## src/rtl/instruction_fetch.sv

```systemverilog
// Instruction fetch unit: PC, one-outstanding-request memory handshake and instruction register.
// Optional ack timeout with sticky fetch_err is compiled in when FETCH_TIMEOUT_EN is defined.
module instruction_fetch #(
  parameter int PC_W    = 8,
  parameter int TMO_CYC = 15
) (
  input  logic            clk,
  input  logic            rst_n,
  input  logic            run,
  input  logic            pc_load,
  input  logic [PC_W-1:0] pc_target,
  output logic            mem_req,
  output logic [PC_W-1:0] mem_addr,
  input  logic            mem_ack,
  input  logic [15:0]     mem_rdata,
  output logic            dec_valid,
  input  logic            dec_ready,
  output logic [6:0]      opcode,
  output logic [2:0]      dr,
  output logic [2:0]      sa,
  output logic [2:0]      sb,
  output logic [5:0]      IM,
  output logic            CS,
  output logic [PC_W-1:0] pc,
  output logic            fetch_err
);

  localparam logic [1:0] IDLE  = 2'd0;
  localparam logic [1:0] FETCH = 2'd1;
  localparam logic [1:0] VALID = 2'd2;

  // The timeout counter is 4 bits wide, so the limit must fit in it.
  if (TMO_CYC < 1 || TMO_CYC > 15) begin : g_bad_tmo
    $error("TMO_CYC must be in 1..15");
  end

  logic [1:0]  state, state_nxt;
  logic [15:0] ir;
  logic        fetch_enter;
  logic        fetch_done;
  logic        timeout;

  // NOTE: every signal assigned in always_comb gets a default first, so no latch is inferred.
  always_comb begin
    state_nxt = state;
    case (state)
      IDLE:    if (run) state_nxt = FETCH;
      FETCH:   if (mem_ack) state_nxt = VALID;
               else if (timeout) state_nxt = IDLE;
      VALID:   if (dec_ready) state_nxt = run ? FETCH : IDLE;
      default: state_nxt = IDLE;
    endcase
  end

  assign fetch_enter = (state != FETCH) && (state_nxt == FETCH);
  assign fetch_done  = (state == FETCH) && mem_ack;

  // NOTE: sequential state uses non-blocking assignments so all registers update from pre-edge values.
  always_ff @(posedge clk or negedge rst_n) begin
    if (!rst_n) begin
      state    <= IDLE;
      pc       <= '0;
      mem_addr <= '0;
      ir       <= 16'h0000;
    end else begin
      state <= state_nxt;
      // A redirect wins over the post-fetch increment.
      if (pc_load)         pc <= pc_target;
      else if (fetch_done) pc <= pc + 1'b1;
      // The request address is captured only on entry, so a redirect mid-fetch waits for the next request.
      if (fetch_enter)     mem_addr <= pc;
      if (fetch_done)      ir <= mem_rdata;
    end
  end

`ifdef FETCH_TIMEOUT_EN
  logic [3:0] tmo_cnt;
  logic       err_q;

  assign timeout = (state == FETCH) && !mem_ack && (tmo_cnt == 4'(TMO_CYC - 1));

  always_ff @(posedge clk or negedge rst_n) begin
    if (!rst_n) begin
      tmo_cnt <= 4'd0;
      err_q   <= 1'b0;
    end else begin
      if (fetch_enter)                      tmo_cnt <= 4'd0;
      else if (state == FETCH && !mem_ack)  tmo_cnt <= tmo_cnt + 4'd1;
      if (timeout)                          err_q   <= 1'b1;
    end
  end

  assign fetch_err = err_q;
`else
  assign timeout   = 1'b0;
  assign fetch_err = 1'b0;
`endif

  assign mem_req   = (state == FETCH);
  assign dec_valid = (state == VALID);

  assign opcode = ir[15:9];
  assign dr     = ir[8:6];
  assign sa     = ir[5:3];
  assign sb     = ir[2:0];
  assign IM     = ir[5:0];
  assign CS     = (ir[15:14] == 2'b11);

endmodule

```

## config.mk

```make
export PLATFORM = sky130hd
export DESIGN_NAME = instruction_fetch
export DESIGN_NICKNAME = d
export VERILOG_FILES = /design/src/rtl/instruction_fetch.sv
export SDC_FILE = /design/constraint.sdc
export NUM_CORES = 1
export LEC_CHECK = 0
export ABC_AREA = 1
export CORE_ASPECT_RATIO = 1.25
export CORE_MARGIN = 4
export CORE_UTILIZATION = 54
export DETAILED_ROUTE_END_ITERATION = 12
export DONT_BUFFER_PORTS = 1
export HOLD_SLACK_MARGIN = 0.03
export PLACE_DENSITY = 0.69
export SYNTH_ARGS = -nofsm -noshare
export SYNTH_HDL_FRONTEND = slang
export SYNTH_SLANG_ARGS = --single-unit
```

## constraint.sdc

```tcl
create_clock -name clk -period 3.2 [get_ports clk]
set_clock_uncertainty 0.2 [all_clocks]
set_input_delay 0.64 -clock clk [delete_from_list [all_inputs] [get_ports clk]]
set_output_delay 0.64 -clock clk [all_outputs]
set_load 0.03 [all_outputs]
```

# Yosys cells after proc, flatten, opt, wreduce, memory -nomap -nowiden

Index checks and enable logic that the tools add are counted.

Input port bits: 30
Output and inout bits: 42
Register bits after elaboration: 34

Equality and inequality tests: 5
Reduce and logical (&&, ||, !) cells: 4
Multiplexer cells: 7
Add/subtract/negate cells: 1

Operators by type and width:

| operator              | number |
|---|---|
| $mux W8               | 2 |
| $add A8 B1 Y8 const B | 1 |
| $mux W2               | 3 |
| $pmux W2 S3           | 1 |
| $eq A2 B1 Y1 const B  | 2 |
| $eq A2 B2 Y1 const B  | 2 |
| $logic_and A1 B1 Y1   | 2 |
| $logic_not A2 Y1      | 1 |
| $ne A2 B1 Y1 const B  | 1 |
| $reduce_bool A2 Y1    | 1 |
| $mux W1               | 1 |

# Depth between registers and ports, before layout

Gate-level depths: netlist of run 1.

Depth in word-level cells: 5
Gate-level depth with buffers: 8
Gate-level depth less buffers: 7

# Least setup slack after synthesis of run 1

OpenSTA, ideal clock, no wires.

Kind: register to output
Start: reg state[1]
End: out dec_valid
Cell stages (with the launch flop): 3
Slack: 1461 ps
Arrival time: 899 ps
Required time: 2360 ps
Buffers on the path: 0
Path through: dfrtp_1 > inv_1 > nor2_1

Longest elaborated chain between the ends: 1

RTL lines:

| what                   | RTL line | source |
|---|---|---|
| start, declared        | 37       | `logic [1:0] state, state_nxt;` |
| start signal, assigned | 66       | `state <= state_nxt;` |
| $eq A2 B2 Y1           | 100      | `assign dec_valid = (state == VALID);` |
| end, declared          | 16       | `output logic dec_valid,` |

Every way passes these cells.

# Worst setup path after layout of run 1

Same ends and word-level chain as after synthesis.

==> results of run 1 <==
cell families (layout without fill, tap and decap cells):
kind of cell,count (synthesis),count (layout)
other,1,1
adder cells (fa/ha/maj),1,1
AO/OA/AOI/OAI,13,13
flip-flops,34,34
AND/OR/NAND/NOR,116,116
XOR/XNOR,2,2
buffers and inverters,31,27
placed cells by master, fill, tap and decap left out:
cell type / instances
dfrtp_1: 34
ha_1: 1
clkbuf_8: 1
o21ai_0: 10
clkbuf_1: 1
clkbuf_4: 5
nand2_1: 78
o31ai_1: 2
clkinv_1: 3
inv_2: 1
dlygate4sd3_1: 1
conb_1: 1
buf_12: 1
o211ai_4: 1
clkinv_2: 1
nand3_1: 30
nand2_4: 1
nor2_4: 2
xor2_1: 2
inv_1: 13
nor2_1: 5
area by class of cell:
cell class | instances | area [µm²] | area share (%)
clock buffers | 7 | 55.1 | 3.31
clock inverters | 1 | 5.00 | 0.301
inverters | 17 | 63.8 | 3.83
multi-input cells | 133 | 616 | 37.0
flip-flops and latches | 34 | 851 | 51.1
well taps | 36 | 45.0 | 2.70
repair buffers | 2 | 30.0 | 1.80
power breakdown:
group	internal (mW)	total [mW]	switching [mW]
logic	0.111	0.347	0.235
clock network	0.107	0.250	0.143
registers	0.593	1.16	0.563
total	0.811	1.75	0.941
how the worst max path moves through the flow:
stage / to / depth (start not counted) / from / slack [ps]
3_5_place_dp: pc[3] / 6 / state[0] / 1280
3_3_place_gp: pc[3] / 6 / state[0] / 1360
5_1_grt: dec_valid / 2 / state[1] / 950
6_report: dec_valid / 2 / state[1] / 1020
4_1_cts: dec_valid / 2 / state[1] / 1010
2_1_floorplan: dec_valid / 2 / state[1] / 1460
flip-flops by register name, summed over array words and instances, names as in the netlist:
signal / cells
pc: 8
mem_addr: 8
state: 2
ir: 16
per-layer routing:
layer	vias to the layer above	global-route usage (%)	share of wire [%]	routed length [µm]
met5	-	0	0	0
met4	0	6.96	1.5	53
met3	6	7.82	8.3	289
met2	41	32.4	52	1800
met1	549	21.8	38	1320
li1	606	-	-	-
stage by stage:
step	hold slack [ps]	total power, mW
CTS	188	1.77
global route	159	1.87
detailed placement	145	1.51
global placement	145	1.49
finish	194	1.75
floorplan	144	1.48
critical path, stage by stage, from the launching register on:
cell	delay, ps
dfrtp_1	420
inv_1	110
nor2_1	470
==> flow_summary.toml, run 1 <==
[clock_network]
post_cts_buffers = 0
h-tree-depth = 2
post_cts_resized = 0
cts_buffer_depth = 2
insertion_delay_ps = 330
cts_buffers = 5
tritoncts = "done"
clock_sinks = 34
cts-hold-fix-buffers = 2
path_clk_slew_ps = 100
cts_root_buf = "clkbuf_4"

[finish]
drive_above_1_share_pct = 6.70
n_antenna_cell = 0
n_fill_cell = 299
final_area_mm2 = 0.00167
postLayoutCoreUtil_pct = 57.1
syn_to_final_growth_pct = 2.15
fin_cells = 230
nets = 224

[setup_path]
r2r_cells = 6
timing.rr.end = "pc[3]"
crit_path_start_kind = "flip-flop"
rr_startpoint = "state[0]"
worst-path-max-fanout = 3
crit_required_ps = 2360
r2r_slack_ps = 1250
crit_path_end_kind = "output pin"
path_class = "reg -> out"
crit_arrival_ps = 1340

[place]
dp_hpwl_mm = 2.54
globalplace.congestion = 0.816
pre_cts_ws_ps = 1280
io_buffers = 0
dp_cells = 220
placed_area_mm2 = 0.00158

[logic_synthesis]
synth_edf_count = 0
synth_top_area_share_pct = 52.2
synth_cells = 198
avgSynthCellArea_um2 = 8.23
synth_fa_ha_area_share_pct = 0.767
yosysWarnings = 0
synth_top_family_by_area = "simple AND/OR/NAND/NOR gates"
yosysMostFrequentCell = "nand2_1"
synth_area_leader_cell = "dfrtp_1"
synth_fp_nets = 229
synthFlopType = "dfrtp_1"
synthMuxAreaShare_pct = 0
synth_xor_area_share_pct = 1.07
ys_types = 18
yosys.area_share.simple_pct = 30.4
synth_compound_area_share_pct = 5.30
ys_seq_area_share_pct = 52.2
async_reset_ff_share_pct = 100
ys_seq_elements = 34
ys_top_cells_by_area = "dfrtp_1 52%, nand2_1 18%, nand3_1 9.2%"
yosys-top-cells-count = "78 x nand2_1, 34 x dfrtp_1, 30 x nand3_1"
syn_area_mm2 = 0.00163

[sta]
finalCritPeriodShare_pct = 68.1
max_slew.worst_pin.slew_ps = 600
setup-violations-final = 0
worst_slack_ps = 1020
fmax_ghz = 0.459
setup_tns_ps = 0
rsz0062_at_grt = "no"
relSlewSlack_pct = 59.9
slew_viol_final = 0
finalHoldViolations = 0
period_minus_slack_ps = 2180

[route]
avgRoutedWirePerCell_um = 15.1
routed_wl_mm = 3.46
postRouteAntennaNets = 0
num_vias = 1202
drt_iter0_drc = 49
drt-pass1-iter-count = 4
vias_per_cell = 5.23
drc = 0

[status]
outcome = "complete, no violations"

[global_routing]
gr-total-overflow = 0
grt_usage_pct = 19.3
grt_pass1_wl_mm = 6.02
antenna_found_initial = 0
grt_pass1_vias = 1220
grt_start_max_net_pins = 35

[min_path]
holdPathEnd = "state[1]"
min-delay-start = "dec_ready"
min-delay-path-class = "in -> reg"
whs_path_depth = 1

[pwr]
powerDensity_mw_per_mm2 = 1050
irDropWorstVdd_mv = 0.555
p_leak_nw = 0.868

[floorplanning]
placementRows = 22
fp.dieArea_mm2 = 0.00397
initial_core_util_pct = 55.9
die_height_um = 69.4
io_pins = 72
die_w_um = 57.1
core-area_mm2 = 0.00292

[flow_run]
drv_cap = 0
Note: power is estimated with default switching activity, not from simulation.
==> run 2: changes to the inputs <==
--- a/config.mk
+++ b/config.mk
@@ -12,7 +12,7 @@
 export DETAILED_ROUTE_END_ITERATION = 12
 export DONT_BUFFER_PORTS = 1
 export HOLD_SLACK_MARGIN = 0.03
-export PLACE_DENSITY = 0.69
+export PLACE_DENSITY = 0.72
 export SYNTH_ARGS = -nofsm -noshare
 export SYNTH_HDL_FRONTEND = slang
 export SYNTH_SLANG_ARGS = --single-unit
==> constraint.sdc (replaced) <==
create_clock -name clk -period 2 [get_ports clk]
set_clock_uncertainty 0.2 [all_clocks]
set_input_delay 0.4 -clock clk [delete_from_list [all_inputs] [get_ports clk]]
set_output_delay 0.4 -clock clk [all_outputs]
set_load 0.03 [all_outputs]
==> flow_summary.toml, run 2 (synthesized netlist as in run 1, its figures left out) <==
[status]
outcome = "complete, no violations"

[route]
drt-pass1-iter-count = 4
num_vias = 1342
vias_per_cell = 5.22
drt_iter0_drc = 48
postRouteAntennaNets = 0
avgRoutedWirePerCell_um = 14.7
routed_wl_mm = 3.79
drc = 0

[global_routing]
antenna_found_initial = 0
grt_pass1_wl_mm = 6.38
grt_pass1_vias = 1377
grt_start_max_net_pins = 35
gr-total-overflow = 0
grt_usage_pct = 20.7

[finish]
drive_above_1_share_pct = 8.14
syn_to_final_growth_pct = 18.0
multi_input_area_um2 = 616
final_cell_mix = "78 x nand2_1, 34 x dfrtp_1, 30 x nand3_1, 23 x dlygate4sd3_1, 13 x inv_1"
n_fill_cell = 244
layout_commonest_cell = "nand2_1"
seq_area_um2 = 851
reg.largest.list = "ir: 16 flops, mem_addr: 8 flops, pc: 8 flops"
final_area_mm2 = 0.00192
regMostFlops = "ir"
largest_register_ffs = 16
nets = 251
n_antenna_cell = 0

[flow_run]
drv_cap = 0

[floorplanning]
die_w_um = 57.1
placementRows = 22
initial_core_util_pct = 55.9
io_pins = 72
fp.dieArea_mm2 = 0.00397
core-area_mm2 = 0.00292
die_height_um = 69.4

[sta]
finalHoldViolations = 0
period_minus_slack_ps = 1810
relSlewSlack_pct = 59.6
rsz0062_at_grt = "no"
setup-violations-final = 0
slew_viol_final = 0
max_slew.worst_pin.slew_ps = 603
setup_tns_ps = 0
finalCritPeriodShare_pct = 90.3
fmax_ghz = 0.554

[setup_path]
worst-path-max-fanout = 17
r2r_cells = 6
path_class = "reg -> out"
crit_path_end_kind = "output pin"
crit_path_start_kind = "flip-flop"
crit_required_ps = 1400
crit_arrival_ps = 1210

[pwr]
powerDensity_mw_per_mm2 = 1500
power_mw = 2.88
irDropWorstVdd_mv = 0.994
p_leak_nw = 0.984

[clock_network]
insertion_delay_ps = 320
post_cts_resized = 0
post_cts_buffers = 0
cts_buffer_depth = 2
h-tree-depth = 2
clock_sinks = 34
cts_buffers = 5
path_clk_slew_ps = 100
tritoncts = "done"
cts_root_buf = "clkbuf_4"

[min_path]
whs_path_depth = 2
min-delay-path-class = "in -> reg"

[place]
dp_hpwl_mm = 2.52
globalplace.congestion = 0.756
io_buffers = 0
placed_area_mm2 = 0.00161
run 2: cell count changes in the layout (fill, tap and decap cells not counted):
cell	delta
dlygate4sd3_1	+22
buf_4	+5
run 2: power by group:
group          leakage, nW  internal, mW  switching [mW]
Combinational        0.526         0.237           0.427
Sequential           0.422         0.950           0.876
Clock               0.0353         0.170           0.217
run 2: metal layers:
metal | share of wire (%) | up-vias | GRT usage [%]
met5 | 0 | - | 0
met4 | 2.9 | 0 | 8.76
met3 | 9.2 | 10 | 7.64
met2 | 52 | 66 | 35.7
met1 | 36 | 604 | 22.3
li1 | - | 662 | -
run 2: worst max-delay path, stage by stage, from the launching register on:
cell,delay [ps]
dfrtp_1,440
nor2_4,150
buf_4,290
run 2: final cells by class:
type,count,share of cell area (%)
Clock inverter,1,0.260
Clock buffer,7,2.86
Inverter,17,3.32
Sequential cell,34,44.2
Multi-Input combinational cell,133,32.0
Timing Repair Buffer,29,15.0
Tap cell,36,2.34
run 2: timing repair:
| action | in CTS | in global routing |
|---|---|---|
| hold buffers | 24 | 0 |
| hold endpoints to repair | 56 | 0 |
| endpoints found under the setup margin | 0 | 0 |
run 2: stage by stage:
stage,hold WS (ps),std cells,setup slack (ps),utilization (%)
2_1_floorplan,-95.6,198,478,-
3_3_place_gp,-94.9,225,443,55.3
3_5_place_dp,-94.8,225,315,55.3
5_1_grt,41.4,257,107,65.9
6_report,36.0,257,195,65.9
4_1_cts,30.7,257,185,65.9
run 2: worst paths after layout:
kind                              start        to  slack, ps
max                            state[1]   mem_req        190
min                        mem_rdata[2]     ir[2]         40
max reg2reg                       pc[0]     pc[6]        250
min reg2reg                    state[0]  state[1]        320
max in group asynchronous         rst_n     pc[1]       1080
min in group asynchronous         rst_n     ir[6]        340
==> run 3: changes to the inputs <==
--- a/config.mk
+++ b/config.mk
@@ -13,6 +13,7 @@
 export DONT_BUFFER_PORTS = 1
 export HOLD_SLACK_MARGIN = 0.03
 export PLACE_DENSITY = 0.72
+export SKIP_LAST_GASP = 1
 export SYNTH_ARGS = -nofsm -noshare
 export SYNTH_HDL_FRONTEND = slang
 export SYNTH_SLANG_ARGS = --single-unit
==> results of run 3 <==
Final layout, timing and power as in run 2 (identical DEF).
==> patch 1: new RTL, settings of run 3 <==
`PC_W`: 8 -> 12.
--- a/src/rtl/instruction_fetch.sv
+++ b/src/rtl/instruction_fetch.sv
@@ -2,5 +2,5 @@
 // Optional ack timeout with sticky fetch_err is compiled in when FETCH_TIMEOUT_EN is defined.
 module instruction_fetch #(
-  parameter int PC_W    = 8,
+  parameter int PC_W    = 12,
   parameter int TMO_CYC = 15
 ) (
Ports: changed (resized mem_addr, pc and pc_target); port bits go from 72 to 84. No check against the original RTL was run, so the function may have changed too.
==> patch 1 against run 3 <==
  * Setup slack better by 55 ps
  * Sequential cell count up 8
  * Routed wire length up 15%
  * Total power up 31%
  * Design area up 14%
  * Die area up 20%
  * Sequential share of layout area up 3.5 points
  * Sequential power up 23%
  * Cell count up 1.6%
  * Synthesized cell count up 7.6%
  * Non-clock buffer count down 15
  * First-iteration DRC count up 29%
  * Synthesized area up 23%
  * Worst hold slack better by 5.4 ps
==> patch 1: results (changes against run 3) <==
| Metric | Value |
|---|---|
| Run status | `finished clean` |
| WL met1 | `1760 um (+30%)` |
| First-pass GRT wire length | `7250 um (+14%)` |
| CP endpoint | `CS` |
| Metal3 WL | `395 um (+14%)` |
| Power Internal | `1.95 mW (+44%)` |
| Grt met3 use | `0.0723 (-0.00408)` |
| Synthesized flop and latch total | `42 (+24%)` |
| Storage cell area | `1050 um2 (+24%)` |
| GRT met2 Usage | `0.322 (-0.0347)` |
| P_leak | `1.08 nW (+9.8%)` |
| Crit Path Max Fanout | `3 (-14)` |
| Total GRT Usage | `0.190 (-0.0176)` |
| Worst-path clk slew | `80 ps (-20 ps)` |
| Tmin final | `1750 ps (-54.9 ps)` |
| Synth unique cells | `24 (+6)` |
| Regs by FF count | `ir (16), mem_addr (12), pc (12)` |
| Dpl ws | `364 ps (+49.3 ps)` |
| Global placement routability congestion | `0.885 (+17%)` |
| Hold endpoint | `pc[6]$_DFFE_PN0P_` |
| Seq/Total Area, Yosys | `0.523 (+0.000841)` |
| Worst slew pin tran | `571 ps (-32.9 ps)` |
| Multi-In Gates | `135 (+1.5%)` |
| Layout cell share with drive strength beyond 1 | `0.162 (+0.0807)` |
| Met1 usage | `0.222 (-0.00109)` |
| Buffers, non-clock | `14 (-52%)` |
| Top cells by count, synth | `58 x nand2_1, 42 x dfrtp_1, 22 x inv_1` |
| Adder-Cell Fraction of Synth Area | `0.00622 (-0.00145)` |
| Hold path startpoint | `pc_load` |
| Max VDD drop | `0.643 mV (-35%)` |
| Initial DRC count | `62 (+29%)` |
| Clock network area share | `0.0483 (+0.0171)` |
| Worst skew pair latency | `290 ps (-30 ps)` |
| Largest net degree at the start of global routing | `43 (+23%)` |
| Data buffer area share | `0.0591 (-0.0905)` |
| CTS root buffer | `clkbuf_8` |
| Reg2reg setup slack | `370 ps (+120 ps)` |
| Synth top area cells | `dfrtp_1 52%, nand2_1 11%, mux2_4 6.7%, o21ai_0 5.2%, nand3_1 4.2%` |
| Vias in the first global route | `1467 (+6.5%)` |
| Clock network power | `0.648 mW (+67%)` |
| R2r startpoint | `state[0]$_DFF_PN0_` |
| Area of the multi-input gates | `778 um2 (+26%)` |
patch 1: cell count changes after synthesis, sizes merged:
cell	delta
nand4	+1
o21ai	+11
clkinv	-3
dfrtp	+8
buf	-3
nor2	+3
nand2	-20
nand3	-13
xnor2	+1
clkbuf	+2
inv	+9
xor2	-1
mux2	+16
o211ai	+4
patch 1: metrics by stage:
| step | std cells | hold WS, ps | instance area [um2] | util | power (mW) |
|---|---|---|---|---|---|
| final | 261 | 41.4 | 2200 | 0.621 | 3.76 |
| after global routing | 261 | 37.3 | 2200 | 0.621 | 3.96 |
| after CTS | 261 | 31.8 | 2200 | 0.621 | 3.79 |
| after detailed placement | 247 | -94.6 | 2020 | 0.571 | 3.11 |
| after global placement | 247 | -94.7 | 2020 | 0.571 | 3.06 |
| after floorplan | 213 | -95.6 | 2010 | - | 2.96 |
patch 1: timing repair:
action	4_1_cts	5_1_grt
gates resized for setup	0	0
hold buffers	6	0
endpoints found under the hold margin	45	0
buffers inserted	0	0
==> patch 2: new RTL, flow settings as in run 3 <==
Made on the original files. Register the input `pc_target` before use, without a reset. The logic sees it one clock later. The other inputs are not delayed to match.
--- a/src/rtl/instruction_fetch.sv
+++ b/src/rtl/instruction_fetch.sv
@@ -29,4 +29,10 @@
   localparam logic [1:0] FETCH = 2'd1;
   localparam logic [1:0] VALID = 2'd2;
+
+  logic [PC_W-1:0] pc_target_q;
+
+  always_ff @(posedge clk) begin
+    pc_target_q <= pc_target;
+  end
 
   // The timeout counter is 4 bits wide, so the limit must fit in it.
@@ -66,5 +72,5 @@
       state <= state_nxt;
       // A redirect wins over the post-fetch increment.
-      if (pc_load)         pc <= pc_target;
+      if (pc_load)         pc <= pc_target_q;
       else if (fetch_done) pc <= pc + 1'b1;
       // The request address is captured only on entry, so a redirect mid-fetch waits for the next request.
Check against the original RTL: not equivalent (Yosys sat finds a counterexample within 4 cycles, from zero or initial values and one cycle with rst_n low).
==> patch 2 against run 3 <==
  * Sequential cell count grew 8
  * Sequential power grew 9.8%
  * Setup slack lost 10 ps
  * Design area grew 3.6%
  * Non-clock buffer count shrank 14
  * Cell count shrank 1.9%
  * Total power grew 11%
  * Synthesized area grew 10%
  * Sequential share of layout area grew 6.5 points
  * Routed wire length shrank 7.9%
  * Highest routed layer unchanged
==> patch 2: results (changes against run 3) <==
| Metric | Value |
|---|---|
| Run status | `finished clean` |
| Critical path startpoint | `state[0]$_DFF_PN0_` |
| Max VDD drop | `1.16 mV (+16%)` |
| Worst Hold Margin | `42.3 ps (+6.30 ps)` |
| Seq/Total Area, Yosys | `0.563 (+0.0408)` |
| R2R cell count | `6 (unchanged)` |
| R2r startpoint | `pc[0]$_DFFE_PN0P_` |
| Mux contribution to synthesized area | `0 (unchanged)` |
| Worst-path clk slew | `70 ps (-30 ps)` |
| Adder-Cell Fraction of Synth Area | `0.00696 (-0.000711)` |
| Hold buffers post-CTS | `12 (-50%)` |
| Total GRT Usage | `0.182 (-0.0251)` |
| Layout cell share with drive strength beyond 1 | `0.0698 (-0.0117)` |
| First-pass GRT wire length | `5980 um (-6.4%)` |
| Initial DRC count | `46 (-4.2%)` |
| Compound-Gate Fraction of Synth Area | `0.0481 (-0.00490)` |
| CP endpoint | `mem_req` |
| Reg2reg setup slack | `400 ps (+150 ps)` |
| HPWL after DPL | `2500 um (-0.51%)` |
| Max reg flops | `16 (unchanged)` |
| Synth top area cells | `dfrtp_1 47%, nand2_1 16%, dfxtp_1 8.9%, nand3_1 8.6%, buf_4 2.9%` |
| Hold Path Depth | `2 (unchanged)` |
| Initial antenna violation count | `0 (unchanged)` |
| Worst skew pair latency | `290 ps (-30 ps)` |
| P_leak | `1.01 nW (+2.4%)` |
| Setup TNS | `0 ps (unchanged)` |
| Comb pwr | `0.606 mW (-8.9%)` |
| Drt pass-1 iters | `4 (unchanged)` |
| Synth unique cells | `19 (+1)` |
| Crit Path Max Fanout | `12 (-5)` |
| Filler cell count | `291 (+19%)` |
| H-tree depth | `2 (unchanged)` |
| Seq power | `2.01 mW (+9.8%)` |
| CTS buffer count | `5 (unchanged)` |
| Diodes inserted | `0 (unchanged)` |
| IO Port Bufs | `0 (unchanged)` |
| CTS root buffer | `clkbuf_8` |
| Largest Register | `ir` |
| Xor and xnor area share after synthesis | `0.00975 (-0.000995)` |
| Net count, final | `245 (-2.4%)` |
| Vias per cell | `5.25 (+0.46%)` |
| Hold endpoint | `pc[0]$_DFFE_PN0P_` |
| Hold path startpoint | `pc_load` |
| Power Internal | `1.66 mW (+22%)` |
| FFs w/ async S/R, synth | `0.810 (-0.190)` |
| CTS Buffer Depth | `2 (unchanged)` |
| Largest net degree at the start of global routing | `35 (unchanged)` |
| CP arrival | `1220 ps` |
| Global placement routability congestion | `0.776 (+2.6%)` |
| Top cells by count, synth | `77 x nand2_1, 34 x dfrtp_1, 31 x nand3_1` |
| Top FF cell, synth | `dfrtp_1` |
| Wirelength per Cell | `13.8 um (-6.1%)` |
| Vias in the first global route | `1298 (-5.7%)` |
| Worst slew pin tran | `567 ps (-37.0 ps)` |
| Net Count, Synth | `238 (+3.9%)` |
[patch 2: cell types whose count changed in the layout (fill, tap and decap cells not counted), moves of 2 or more]
cell / before / now
clkbuf_8: 1 / 5
dfxtp_1: 0 / 8
dlygate4sd3_1: 23 / 11
clkbuf_4: 5 / 0
buf_4: 5 / 3
[patch 2: cells by family after synthesis]
| logic type | after synthesis |
|---|---|
| AOI/OAI and AO/OA | 13 |
| xor gates and xnor gates | 2 |
| adders and majority gates | 1 |
| buffers and inverters | 32 |
| DFF | 42 |
| other | 1 |
| and+or+nand+nor | 116 |
[patch 2: stage by stage]
stage | util | setup WS, ps | std cells | total power, mW | area, um2
floorplan | - | 500 | 207 | 2.55 | 1800
global placement | 0.551 | 457 | 232 | 2.57 | 1760
detailed placement | 0.551 | 406 | 232 | 2.62 | 1760
CTS | 0.624 | 166 | 252 | 3.24 | 1990
global route | 0.624 | 104 | 252 | 3.41 | 1990
finish | 0.624 | 185 | 252 | 3.20 | 1990
[patch 2: layout make-up]
cell class	count	area [um2]	area share
clock buffer	8	101	0.0509
inverter	17	63.8	0.0320
multi-input combinational	133	617	0.310
sequential	42	1010	0.508
tap	37	46.3	0.0232
timing repair buffer	15	153	0.0766
[patch 2: routing by layer]
layer | wire length [um] | vias to the layer above | part of all wire | GRT usage
met4 | 56 | 0 | 0.016 | 0.0739
met5 | 0 | - | 0 | 0
met1 | 1420 | 612 | 0.41 | 0.226
li1 | - | 653 | - | -
met2 | 1680 | 51 | 0.48 | 0.282
met3 | 326 | 6 | 0.093 | 0.0712
[patch 2: critical path, cell delays in order (launching register included)]
cell and delay (ps):
dfrtp_1 380, inv_2 80, nor2_4 190, buf_4 270
